`src/rtl/reaction_measure.sv`:
```
// Reaction-time measurement stage: lights the LED on go, counts ms until press.
// Optional best-score register enabled by defining REACTION_BEST_SCORE_EN.
module reaction_measure #(
  parameter int TICKS_PER_MS = 50000,
  parameter int CNT_W        = 14,
  parameter int MAX_MS       = 9999
) (
  input  logic             clock1,
  input  logic             resetn,
  input  logic             start,
  input  logic             go,
  input  logic             press,
  output logic             led,
  output logic [CNT_W-1:0] rt_ms,
  output logic             rt_valid,
  output logic [CNT_W-1:0] best_ms,
  output logic             false_start,
  output logic             timeout,
  output logic             busy
);

  localparam int               PS_W    = (TICKS_PER_MS > 1) ? $clog2(TICKS_PER_MS) : 1;
  localparam logic [PS_W-1:0]  PS_LAST = PS_W'(TICKS_PER_MS - 1);
  localparam logic [CNT_W-1:0] MAX_CNT = CNT_W'(MAX_MS);

  typedef enum logic [2:0] {IDLE, ARMED, MEASURE, DONE, FAULT} state_t;

  state_t           state;
  state_t           state_next;
  logic             start_q;
  logic             press_q;
  logic             start_rise;
  logic             press_rise;
  logic [PS_W-1:0]  presc;
  logic [CNT_W-1:0] ms_cnt;
  logic [CNT_W-1:0] ms_next;
  logic             wrap;
  logic             sat;
  logic             timeout_q;

  // ms_next already includes the tick completing in this cycle, so a press
  // on a wrap cycle reports the millisecond that has just finished.
  always_comb begin
    start_rise = start & ~start_q;
    press_rise = press & ~press_q;
    wrap       = (presc == PS_LAST);
    ms_next    = wrap ? ms_cnt + CNT_W'(1) : ms_cnt;
    sat        = (ms_next == MAX_CNT);
  end

  always_comb begin
    state_next = state;
    case (state)
      IDLE, DONE, FAULT: if (start_rise) state_next = ARMED;
      ARMED: begin
        if (press_rise)  state_next = FAULT;
        else if (go)     state_next = MEASURE;
      end
      MEASURE: if (press_rise || sat) state_next = DONE;
      default: state_next = IDLE;
    endcase
  end

  always_ff @(posedge clock1) begin
    if (!resetn) begin
      state     <= IDLE;
      start_q   <= 1'b0;
      press_q   <= 1'b0;
      presc     <= '0;
      ms_cnt    <= '0;
      rt_ms     <= '0;
      rt_valid  <= 1'b0;
      timeout_q <= 1'b0;
    end else begin
      state    <= state_next;
      start_q  <= start;
      press_q  <= press;
      rt_valid <= 1'b0;
      case (state)
        IDLE, DONE, FAULT: if (start_rise) timeout_q <= 1'b0;
        ARMED: begin
          if (!press_rise && go) begin
            presc  <= '0;
            ms_cnt <= '0;
          end
        end
        MEASURE: begin
          presc  <= wrap ? '0 : presc + PS_W'(1);
          ms_cnt <= ms_next;
          // A press on the saturating cycle is still a valid result.
          if (press_rise) begin
            rt_ms    <= ms_next;
            rt_valid <= 1'b1;
          end else if (sat) begin
            rt_ms     <= MAX_CNT;
            timeout_q <= 1'b1;
            rt_valid  <= 1'b1;
          end
        end
        default: ;
      endcase
    end
  end

`ifdef REACTION_BEST_SCORE_EN
  logic [CNT_W-1:0] best_q;

  always_ff @(posedge clock1) begin
    if (!resetn) begin
      best_q <= MAX_CNT;
    end else if (state == MEASURE && press_rise && ms_next < best_q) begin
      best_q <= ms_next;
    end
  end

  assign best_ms = best_q;
`else
  assign best_ms = MAX_CNT;
`endif

  assign led         = (state == MEASURE);
  assign busy        = (state == ARMED) || (state == MEASURE);
  assign false_start = (state == FAULT);
  assign timeout     = timeout_q;

endmodule

```
`config.mk`:
```
export PLATFORM = sky130hd
export DESIGN_NAME = reaction_measure
export DESIGN_NICKNAME = d
export VERILOG_FILES = /design/src/rtl/reaction_measure.sv
export SDC_FILE = /design/constraint.sdc
export NUM_CORES = 1
export LEC_CHECK = 0
export CAP_MARGIN = 20
export CELL_PAD_IN_SITES_DETAIL_PLACEMENT = 1
export CELL_PAD_IN_SITES_GLOBAL_PLACEMENT = 2
export CORE_ASPECT_RATIO = 1.75
export CORE_MARGIN = 8
export CORE_UTILIZATION = 30
export CTS_CLUSTER_DIAMETER = 100
export DETAILED_ROUTE_END_ITERATION = 8
export GPL_TIMING_DRIVEN = 0
export PLACE_DENSITY_LB_ADDON = 0.1
export RECOVER_POWER = 50
export SYNTH_ARGS = -nofsm -noshare
export SYNTH_HDL_FRONTEND = slang
export SYNTH_SLANG_ARGS = --single-unit
export TNS_END_PERCENT = 10
```
`constraint.sdc`:
```
create_clock -name clock1 -period 2.3 [get_ports clock1]
set_input_delay 0.345 -clock clock1 [delete_from_list [all_inputs] [get_ports clock1]]
set_output_delay 0.345 -clock clock1 [all_outputs]
set_load 0.01 [all_outputs]
```
==> results.md <==
- Final design utilization: 39.1%
- First-pass GRT wire length: 19100 µm
- Commonest non-fill, non-tap cell in the layout: dfxtp_1
- Post-synthesis register bit count: 51
- Clock sink total: 51
- Critical path type: reg2reg
- Setup_tns: -642 ps
- Gate Count Post-Synth: 412
- Vias in the first global route: 3526
- Synthesis warning total: 0
- Worst Tran Pin Value: 750 ps
- Max IR drop VDD: 0.000312 V
- I/O pin total: 38
- Cell accounting for the most synthesized area: dfxtp_1
- Data required, critical path: 2490 ps
- Die H: 153 µm
- Synth Area in Simple Gates: 30.2%
- Clk slew on worst S/H paths: 70 ps
- RR Endpoint: rt_ms[6]
- Routed Antenna Nets: 0
- Reg area: 0.00105 mm²
- # H-tree levels: 2
- Area contributors post-synth: dfxtp_1 32%, a21oi_1 5.4%, nor2_1 4.1%, nor2b_1 3.9%, clkbuf_1 3.5%
- Synth cell types: 59
- Clock Latency Late Sink: 300 ps
- CTS Buf Count: 5
- Starting Density: 30.6%
- 1st-iter DRT viols: 156
- Syn avg cell area: 7.84 µm²
- Max Cap Viol: 0
- XOR/XNOR share of the synthesized area: 4.07%
- Fmax: 422 MHz
- Pin count of the biggest net entering global routing: 16
- Asr flop ratio synth: 0%
- Die Area: 0.0145 mm²
- Post-synth EDFFs: 0
- Setup crit start kind: flip-flop
- Worst Hold Path EP: presc[8]
- Diode count: 0
- Drt total wl: 11900 µm
- Nets: 472
- Outcome: finished with violations
- Sequential share of the synthesized area: 31.6%
- Hold path start: presc[8]
- WP data arrival: 2560 ps
- Final Non-Filler Cells: 596
- CTS Root Buffer Type: clkbuf_16
- HP Class: reg2reg
- Pwr/cell area: 565 mW/mm²
- Pleak: 1.63 nW
- Placed cells: 577
- DRC: 0
- Place WS: -465 ps
- RR Startpoint: presc[10]
- Crit path capture type: flip-flop
- Final worst setup slack: -67.9 ps
- Dpl cell area: 0.00367 mm²
- Reg2reg path depth: 9
- Detailed placer's ending HPWL: 8670 µm
- DR WL/cell: 20.0 µm
- R2R setup slack: -70 ps
- Post-Route Skew: 3.38 ps
- Gr usage total: 16.9%
- Compound-Gate Fraction of Synth Area: 24.1%
- Fill cells: 1314
- Pwr Total: 2.34 mW
- TritonCTS clock tree: built
- RePlAce Congestion: 0.883
- RSZ-0062 raised after global routing: true
- Area grow syn2layout: 28.0%
- Number of setup violations in the final report: 16
- Fin. Hold Viols: 0
- Slew Viols, Final: 0
- Final min period: 2370 ps
- Largest family of logic cells by synthesized area: simple AND/OR/NAND/NOR gates
- Hold-fix buffers, CTS: 0
- Design Area, Final: 0.00414 mm²
- Vias: 3271
- Failing checks: negative setup slack
- Max Buffers Root-to-Sink: 2
- Layout cells sized above 1: 19.5%
- CORE AREA: 0.0106 mm²
- Adder-cell area share of the yosys netlist: 0.775%
- Proportion of synthesized area in mux cells: 0.930%
- Post-synth top area share: 31.6%
- # port buffers: 22
- Total iterations of the first detailed-routing run: 4
- Hold Path Depth: 1
- Most frequent cells in the layout: 41 x dfxtp_1, 34 x nor2_1, 31 x a21oi_1, 31 x buf_4, 28 x nand2_1
- Initial antenna violation count: 0
- Area occupied by multi-input gates: 0.00209 mm²
- Slew margin rel.: 50.0%
- Rows: 50
- Fin crit share: 103%
- Largest fanout on the critical path: 8
- Drt via density: 5.49
- Final hold slack: 493 ps
- Die Wd: 94.4 µm
- Top_reg_cell synth: dfxtp_1
- Mapped cell area: 0.00323 mm²
- Grt ovf: 0
-- worst max-delay path, cell delays in order (launching register included) --
cell      delay [ps]
dfxtp_4          350
or4_4            540
nor4_4           270
buf_4            190
buf_8            130
o211ai_1         130
o21ai_4          110
nand4_4          140
buf_12           170
a41o_1           220
-- layout make-up --
cell class,instances,share of cell area (%)
clock buffers,6,3.36
flip-flops and latches,51,25.3
repair buffers,41,9.65
inverters,5,0.454
clock inverters,2,0.847
plain buffers,40,5.90
well taps,130,3.93
multi-input cells,321,50.6
-- report_power, final --
part	leakage (nW)	total (mW)	switching [mW]	internal (mW)
logic	1.13	0.514	0.343	0.171
clock network	0.0868	0.896	0.354	0.542
registers	0.418	0.925	0.0233	0.902
-- flip-flops by register name (all words and copies together), names as in the netlist --
| register | count |
|---|---|
| ms_cnt | 14 |
| press_q | 1 |
| start_q | 1 |
| rt_valid | 1 |
| timeout | 1 |
| rt_ms | 14 |
| state | 3 |
| presc | 16 |
-- Yosys cell counts, types with 7 or more instances --
master and count:
buf_4 14, o21a_1 7, a21oi_1 35, nor2_1 35, and3_1 8, nor3_1 15
nand2_1 29, nor2b_1 20, clkbuf_1 30, nand4_1 8, and2_1 11, xnor2_1 11
o21ai_0 18, a41o_1 7, nand3_1 18, dfxtp_1 51
-- how the worst max path moves through the flow --
stage / cells past startpoint / startpoint / to / slack [ps]
5_1_grt: 9 / presc[0] / rt_ms[9] / -170
2_1_floorplan: 7 / presc[7] / rt_ms[6] / 30
3_3_place_gp: 7 / state[2] / led / -440
4_1_cts: 10 / presc[4] / state[0] / -120
6_report: 9 / presc[10] / rt_ms[6] / -70
3_5_place_dp: 9 / presc[0] / presc[6] / -470
-- kinds of logic after synthesis --
group / count (synthesis)
adders and majority gates: 2
xor gates and xnor gates: 15
AOI/OAI and AO/OA: 111
and+or+nand+nor: 176
muxes: 3
other: 2
DFF: 51
buffers and inverters: 52
-- metal layers --
metal | GRT usage [%] | vias to the layer above | routed length (µm)
li1 | - | 1565 | -
met1 | 16.3 | 1627 | 4200
met2 | 33.4 | 58 | 6960
met3 | 2.21 | 21 | 398
met4 | 6.84 | 0 | 342
met5 | 0 | - | 0
-- repair_timing --
| action | CTS | global route |
|---|---|---|
| pin swaps | 5 | 14 |
| gates cloned | 1 | 0 |
| endpoints found under the hold margin | 0 | 0 |
| gates resized for setup | 26 | 28 |
| setup buffers | 10 | 7 |
| endpoints found under the setup margin | 44 | 34 |
(Power assumes the default switching activity.)
